### src/rtl/axil_mem_port_arb_if.sv
// Bundle of the write/read request channels and the SRAM port.
// master: channel FSMs + SRAM macro side; slave: the arbiter.
interface axil_mem_port_arb_if #(
  parameter int DATA_WIDTH = 32,
  parameter int ADDR_WIDTH = 6
);
  logic                    wr_req;
  logic [ADDR_WIDTH-1:0]   wr_addr;
  logic [DATA_WIDTH-1:0]   wr_data;
  logic [DATA_WIDTH/8-1:0] wr_strb;
  logic                    wr_ack;
  logic                    rd_req;
  logic [ADDR_WIDTH-1:0]   rd_addr;
  logic                    rd_ack;
  logic [DATA_WIDTH-1:0]   rd_data;
  logic                    mem_en;
  logic                    mem_we;
  logic [ADDR_WIDTH-1:0]   mem_addr;
  logic [DATA_WIDTH-1:0]   mem_wdata;
  logic [DATA_WIDTH/8-1:0] mem_wstrb;
  logic [DATA_WIDTH-1:0]   mem_rdata;

  modport master (
    output wr_req, wr_addr, wr_data, wr_strb,
    output rd_req, rd_addr, mem_rdata,
    input  wr_ack, rd_ack, rd_data,
    input  mem_en, mem_we, mem_addr,
    input  mem_wdata, mem_wstrb
  );

  modport slave (
    input  wr_req, wr_addr, wr_data, wr_strb,
    input  rd_req, rd_addr, mem_rdata,
    output wr_ack, rd_ack, rd_data,
    output mem_en, mem_we, mem_addr,
    output mem_wdata, mem_wstrb
  );
endinterface

### src/rtl/axil_mem_port_arb.sv
// Round-robin arbiter for the single-port SRAM shared by the AXI4-Lite
// write and read channel FSMs. Sequence: issue, (capture), acknowledge.
// Ports: CLK; RST sync active-high; bus (slave modport) carries
//   wr_req/addr/data/strb/ack, rd_req/addr/ack/data and the mem_* port;
//   busy is high whenever an access is in flight.
// Option ARB_STALL_CNT_EN adds saturating wr_stall_cnt/rd_stall_cnt.
module axil_mem_port_arb #(
  parameter int DATA_WIDTH = 32,
  parameter int ADDR_WIDTH = 6
) (
  input  logic CLK,
  input  logic RST,
  axil_mem_port_arb_if.slave bus,
  output logic busy
`ifdef ARB_STALL_CNT_EN
  ,
  output logic [15:0] wr_stall_cnt,
  output logic [15:0] rd_stall_cnt
`endif
);

  localparam int SW = DATA_WIDTH / 8;

  typedef enum logic [2:0] {
    IDLE,
    WR_ISSUE,
    RD_ISSUE,
    RD_CAPTURE,
    DONE
  } state_t;

  state_t state;
  state_t nxt;
  logic   rr_prefer_rd;
  logic   gnt_wr;
  logic   gnt_rd;

  logic                  en_d;
  logic                  we_d;
  logic [ADDR_WIDTH-1:0] addr_d;
  logic [DATA_WIDTH-1:0] wdata_d;
  logic [SW-1:0]         wstrb_d;
  logic                  wr_ack_d;
  logic                  rd_ack_d;
  logic                  busy_d;

  always_comb begin
    gnt_wr = 1'b0;
    gnt_rd = 1'b0;
    nxt    = state;
    unique case (state)
      IDLE: begin
        gnt_wr = bus.wr_req &
                 (~bus.rd_req | ~rr_prefer_rd);
        gnt_rd = bus.rd_req & ~gnt_wr;
        if (gnt_wr)      nxt = WR_ISSUE;
        else if (gnt_rd) nxt = RD_ISSUE;
      end
      WR_ISSUE:   nxt = DONE;
      RD_ISSUE:   nxt = RD_CAPTURE;
      RD_CAPTURE: nxt = DONE;
      DONE:       nxt = IDLE;
      default:    nxt = IDLE;
    endcase
  end

  // Outputs are registered, so they are decoded from the
  // transition being taken rather than the current state.
  always_comb begin
    en_d     = gnt_wr | gnt_rd;
    we_d     = gnt_wr;
    addr_d   = '0;
    wdata_d  = '0;
    wstrb_d  = '0;
    if (gnt_wr) begin
      addr_d  = bus.wr_addr;
      wdata_d = bus.wr_data;
      wstrb_d = bus.wr_strb;
    end else if (gnt_rd) begin
      addr_d  = bus.rd_addr;
    end
    wr_ack_d = (state == WR_ISSUE);
    rd_ack_d = (state == RD_CAPTURE);
    busy_d   = (nxt != IDLE);
  end

  always_ff @(posedge CLK) begin
    if (RST) begin
      state         <= IDLE;
      rr_prefer_rd  <= 1'b0;
      bus.mem_en    <= 1'b0;
      bus.mem_we    <= 1'b0;
      bus.mem_addr  <= '0;
      bus.mem_wdata <= '0;
      bus.mem_wstrb <= '0;
      bus.wr_ack    <= 1'b0;
      bus.rd_ack    <= 1'b0;
      bus.rd_data   <= '0;
      busy          <= 1'b0;
    end else begin
      state         <= nxt;
      if (gnt_wr)      rr_prefer_rd <= 1'b1;
      else if (gnt_rd) rr_prefer_rd <= 1'b0;
      bus.mem_en    <= en_d;
      bus.mem_we    <= we_d;
      bus.mem_addr  <= addr_d;
      bus.mem_wdata <= wdata_d;
      bus.mem_wstrb <= wstrb_d;
      bus.wr_ack    <= wr_ack_d;
      bus.rd_ack    <= rd_ack_d;
      busy          <= busy_d;
      // SRAM data is valid the cycle after the read strobe.
      if (state == RD_CAPTURE)
        bus.rd_data <= bus.mem_rdata;
    end
  end

`ifdef ARB_STALL_CNT_EN
  logic wr_act;
  logic rd_act;

  // The ack cycle still belongs to the access, so the DONE state
  // is attributed to whichever side is being acknowledged.
  assign wr_act = (state == WR_ISSUE) |
                  ((state == DONE) & bus.wr_ack);
  assign rd_act = (state == RD_ISSUE) |
                  (state == RD_CAPTURE) |
                  ((state == DONE) & bus.rd_ack);

  always_ff @(posedge CLK) begin
    if (RST) begin
      wr_stall_cnt <= '0;
      rd_stall_cnt <= '0;
    end else begin
      if (bus.wr_req & ~gnt_wr & ~wr_act &
          (wr_stall_cnt != 16'hFFFF))
        wr_stall_cnt <= wr_stall_cnt + 16'd1;
      if (bus.rd_req & ~gnt_rd & ~rd_act &
          (rd_stall_cnt != 16'hFFFF))
        rd_stall_cnt <= rd_stall_cnt + 16'd1;
    end
  end
`endif

endmodule

### src/flat_wrapper.sv
// flat-port wrapper written by rule: the top's interface ports become plain ports
module axil_mem_port_arb_flat 
#(
  parameter int DATA_WIDTH = 32,
  parameter int ADDR_WIDTH = 6
)
  (CLK, RST, busy, bus_wr_req, bus_wr_addr, bus_wr_data, bus_wr_strb, bus_rd_req, bus_rd_addr, bus_mem_rdata, bus_wr_ack, bus_rd_ack, bus_rd_data, bus_mem_en, bus_mem_we, bus_mem_addr, bus_mem_wdata, bus_mem_wstrb);
  axil_mem_port_arb_if #(.DATA_WIDTH(DATA_WIDTH), .ADDR_WIDTH(ADDR_WIDTH)) bus_i ();
  input  logic CLK;
  input  logic RST;
  output logic busy;
  input wire logic [$bits(bus_i.wr_req)-1:0] bus_wr_req;
  input wire logic [$bits(bus_i.wr_addr)-1:0] bus_wr_addr;
  input wire logic [$bits(bus_i.wr_data)-1:0] bus_wr_data;
  input wire logic [$bits(bus_i.wr_strb)-1:0] bus_wr_strb;
  input wire logic [$bits(bus_i.rd_req)-1:0] bus_rd_req;
  input wire logic [$bits(bus_i.rd_addr)-1:0] bus_rd_addr;
  input wire logic [$bits(bus_i.mem_rdata)-1:0] bus_mem_rdata;
  output wire logic [$bits(bus_i.wr_ack)-1:0] bus_wr_ack;
  output wire logic [$bits(bus_i.rd_ack)-1:0] bus_rd_ack;
  output wire logic [$bits(bus_i.rd_data)-1:0] bus_rd_data;
  output wire logic [$bits(bus_i.mem_en)-1:0] bus_mem_en;
  output wire logic [$bits(bus_i.mem_we)-1:0] bus_mem_we;
  output wire logic [$bits(bus_i.mem_addr)-1:0] bus_mem_addr;
  output wire logic [$bits(bus_i.mem_wdata)-1:0] bus_mem_wdata;
  output wire logic [$bits(bus_i.mem_wstrb)-1:0] bus_mem_wstrb;
  assign bus_i.wr_req = bus_wr_req;
  assign bus_i.wr_addr = bus_wr_addr;
  assign bus_i.wr_data = bus_wr_data;
  assign bus_i.wr_strb = bus_wr_strb;
  assign bus_i.rd_req = bus_rd_req;
  assign bus_i.rd_addr = bus_rd_addr;
  assign bus_i.mem_rdata = bus_mem_rdata;
  assign bus_wr_ack = bus_i.wr_ack;
  assign bus_rd_ack = bus_i.rd_ack;
  assign bus_rd_data = bus_i.rd_data;
  assign bus_mem_en = bus_i.mem_en;
  assign bus_mem_we = bus_i.mem_we;
  assign bus_mem_addr = bus_i.mem_addr;
  assign bus_mem_wdata = bus_i.mem_wdata;
  assign bus_mem_wstrb = bus_i.mem_wstrb;
  axil_mem_port_arb #(.DATA_WIDTH(DATA_WIDTH), .ADDR_WIDTH(ADDR_WIDTH)) u_core (.CLK(CLK), .RST(RST), .bus(bus_i), .busy(busy));
endmodule
### config.mk
export PLATFORM = sky130hd
export DESIGN_NAME = axil_mem_port_arb_flat
export DESIGN_NICKNAME = d
export VERILOG_FILES = /design/src/rtl/axil_mem_port_arb_if.sv /design/src/rtl/axil_mem_port_arb.sv /design/src/flat_wrapper.sv
export SDC_FILE = /design/constraint.sdc
export NUM_CORES = 1
export LEC_CHECK = 0
export BUFFER_PORTS_ARGS = -buffer_cell sky130_fd_sc_hd__buf_2
export CAP_MARGIN = 10
export CORE_UTILIZATION = 45
export CTS_BUF_LIST = sky130_fd_sc_hd__clkbuf_16
export DETAILED_ROUTE_END_ITERATION = 10
export PLACE_DENSITY = 0.93
export SYNTH_ARGS = -nofsm -noshare
export SYNTH_HDL_FRONTEND = slang
export SYNTH_SLANG_ARGS = --single-unit
export TNS_END_PERCENT = 100
### constraint.sdc
create_clock -name CLK -period 3.6 [get_ports CLK]
set_input_delay 0.54 -clock CLK [delete_from_list [all_inputs] [get_ports CLK]]
set_output_delay 0.54 -clock CLK [all_outputs]
set_load 0.05 [all_outputs]
==> impl_metrics.env <==
export IMPL_status="finished, final reports clean"
export IMPL_nets=511
export IMPL_seq_power_share=0.464
export IMPL_synth_top_area_cell="dfxtp_1"
export IMPL_fmax_ghz=0.542
export IMPL_post_cts_setup_buffers=0
export IMPL_drtAntennaViolNets=0
export IMPL_dr_first_iter_drc_count=45
export IMPL_synthAdderAreaFrac=0
export IMPL_cts_buffers=9
export IMPL_muxShareOfSynthArea=0
export IMPL_die_area_um2=6110
export IMPL_syn_area_um2=2610
export IMPL_synthArstFlopShare=0
export IMPL_endpoint_kind="flip-flop"
export IMPL_core_area_um2=5540
export IMPL_finalSetupViolCount=0
export IMPL_ys_warn_count=0
export IMPL_wl_per_cell_um=11.5
export IMPL_cp_max_fo=38
export IMPL_ys_seq_elements=83
export IMPL_ctsLongestPathBuffers=2
export IMPL_die_w_um=78.1
export IMPL_drive_gt1_frac=0.412
export IMPL_synth_compound_area_frac=0.0868
export IMPL_synthFlopType="dfxtp_1"
export IMPL_synth_most_common_cell="dfxtp_1"
export IMPL_syn_num_nets=355
export IMPL_diodes=0
export IMPL_dp_hpwl_mm=4.28
export IMPL_cts_tree="done"
export IMPL_ir_worst_vdd_mv=0.388
export IMPL_intPower_mw=1.57
export IMPL_synth_top_area_frac=0.637
export IMPL_holdBufCountCts=0
export IMPL_worstSetupStartpointType="primary input"
export IMPL_cp_required_ns=3.86
export IMPL_finalHoldViolCount=0
export IMPL_worstPathArrival_ns=2.10
export IMPL_yosys_area_share_simple=0.238
export IMPL_rsz0062_at_grt="no"
export IMPL_io_buffers=162
export IMPL_period_share=0.512
export IMPL_vias=2348
export IMPL_insertion_delay_ns=0.32
export IMPL_ys_top_cells_by_area="dfxtp_1 (64%), nand2_1 (10%), and2_1 (8.9%)"
export IMPL_yosys_top_cells_count="dfxtp_1 (83), nand2_1 (70), a21oi_1 (40), and2_1 (37), clkbuf_1 (13)"
export IMPL_fin_util=0.670
export IMPL_tns_ns=0
export IMPL_min_path_type="primary input to flip-flop"
export IMPL_track_usage=0.197
export IMPL_grt_ovfl_total=0
export IMPL_via_per_inst=4.66
export IMPL_synth_area_per_cell_um2=9.63
export IMPL_ys_seq_area_frac=0.637
export IMPL_worstMarginPinSlew_ns=1.07
export IMPL_worstSetupPathType="primary input to flip-flop"
export IMPL_antenna_found_initial=0
export IMPL_clock_sinks=83
export IMPL_clkPwrFrac=0.407
export IMPL_die_h_um=78.1
export IMPL_drt_pass1_iter_count=4
export IMPL_synth_edf_count=0
export IMPL_gp_congestion=0.764
export IMPL_start_util=0.471
export IMPL_clock_skew_ns=0.00331
export IMPL_row_count=27
export IMPL_synth_top_family_by_area="simple AND/OR/NAND/NOR gates"
export IMPL_grt_pass1_wl_mm=9.33
export IMPL_maxCapViolations=0
export IMPL_grt_max_degree=39
export IMPL_netlist_instances=271
export IMPL_powerDensity_nw_per_um2=566
export IMPL_p_sw_frac=0.254
export IMPL_final_min_clock_period_ns=1.84
export IMPL_io_pins=163
export IMPL_htreeDepth=3
export IMPL_p_leak_nw=1.83
export IMPL_finalPower_mw=2.10
export IMPL_area_growth_syn_to_layout_pct=42.3
export IMPL_drv_slew=0
export IMPL_remaining_drc_errors=0
export IMPL_power_frac_comb=0.129
export IMPL_relSlewSlack=0.283
export IMPL_totalWireLength_mm=5.80
export IMPL_fin_cells=504
export IMPL_clk_pin_slew_ns=0.06
export IMPL_dpl_cell_count=487
export IMPL_grt_pass1_vias=2246
export IMPL_fillCellCount=433
export IMPL_cts_resized_gates=0
export IMPL_root_buffer="clkbuf_16"
export IMPL_synth_cell_types=20
export IMPL_synth_xor_area_frac=0
export IMPL_power_switching_uw=534
## flip-flops by register name (all words and copies together) (netlist names)
name,flops
u_core.busy,1
u_core.bus.mem_we,1
u_core.bus.rd_data,32
u_core.bus.mem_en,1
u_core.bus.wr_ack,1
u_core.bus.mem_wstrb,4
u_core.state,3
u_core.bus.rd_ack,1
u_core.bus.mem_addr,6
u_core.rr_prefer_rd,1
u_core.bus.mem_wdata,32
## power by group through the flow
stage                     Combinational [mW]  Clock, mW  Sequential, mW
final                                  0.271      0.855           0.974
after floorplan                       0.0708          0            1.11
after global placement                 0.266          0           0.992
after global routing                   0.290      0.916           0.978
after CTS                              0.272      0.880           0.974
after detailed placement               0.271          0           0.994
## layer usage
metal,share of wire,vias to the layer above,wire length (um),global-route usage
li1,-,1180,-,-
met1,0.38,1053,2220,0.190
met2,0.52,109,2990,0.374
met3,0.089,6,516,0.0616
met4,0.012,0,68,0.0944
met5,0,-,0,0
## layout make-up
cell class                      count  area (um^2)  share of cell area
Timing Repair Buffer              163          826               0.222
Clock buffer                        9          225              0.0607
Clock inverter                      7         61.3              0.0165
Tap cell                           72         90.1              0.0243
Multi-Input combinational cell    170          848               0.229
Sequential cell                    83         1660               0.448
## worst max-delay path, stage by stage
cell	delay, ns
buf_2	0.30
or4_1	0.70
nor2_8	0.36
and2_1	0.19
## layout by cell type (no fill, tap or decap), types with 3 or more instances in the layout
master | netlist | layout
clkbuf_16 | 0 | 9
nor2_1 | 3 | 3
and2_1 | 37 | 37
nand2_1 | 70 | 70
nand3_1 | 6 | 6
dfxtp_1 | 83 | 83
buf_2 | 0 | 162
a21oi_1 | 40 | 40
nor4_1 | 3 | 3
## cells by family (layout without fill, tap and decap cells)
logic type             after synthesis  in the layout
and+or+nand+nor                    127            127
AOI/OAI and AO/OA                   43             43
DFF                                 83             83
buffers and inverters               18            179
## through the flow
| step | hold slack (ns) | instance area [um^2] | setup slack (ns) |
|---|---|---|---|
| global placement | 0.438 | 3410 | 1.47 |
| floorplan | 0.472 | 2610 | 2.08 |
| finish | 0.418 | 3710 | 1.76 |
| detailed placement | 0.444 | 3410 | 1.40 |
| global route | 0.413 | 3710 | 1.60 |
| CTS | 0.407 | 3700 | 1.71 |
## worst paths after layout
| kind | start | cells past startpoint | end | slack, ns |
|---|---|---|---|---|
| hold / removal | bus_wr_data[15] | 2 | u_core.bus.mem_wdata[15] | 0.42 |
| setup reg to reg | u_core.state[1] | 3 | u_core.bus.rd_data[9] | 1.83 |
| setup / recovery | RST | 4 | u_core.bus.mem_wdata[25] | 1.76 |
| hold reg to reg | u_core.bus.rd_data[16] | 2 | u_core.bus.rd_data[16] | 0.45 |
Note: power is estimated with default switching activity, not from simulation.
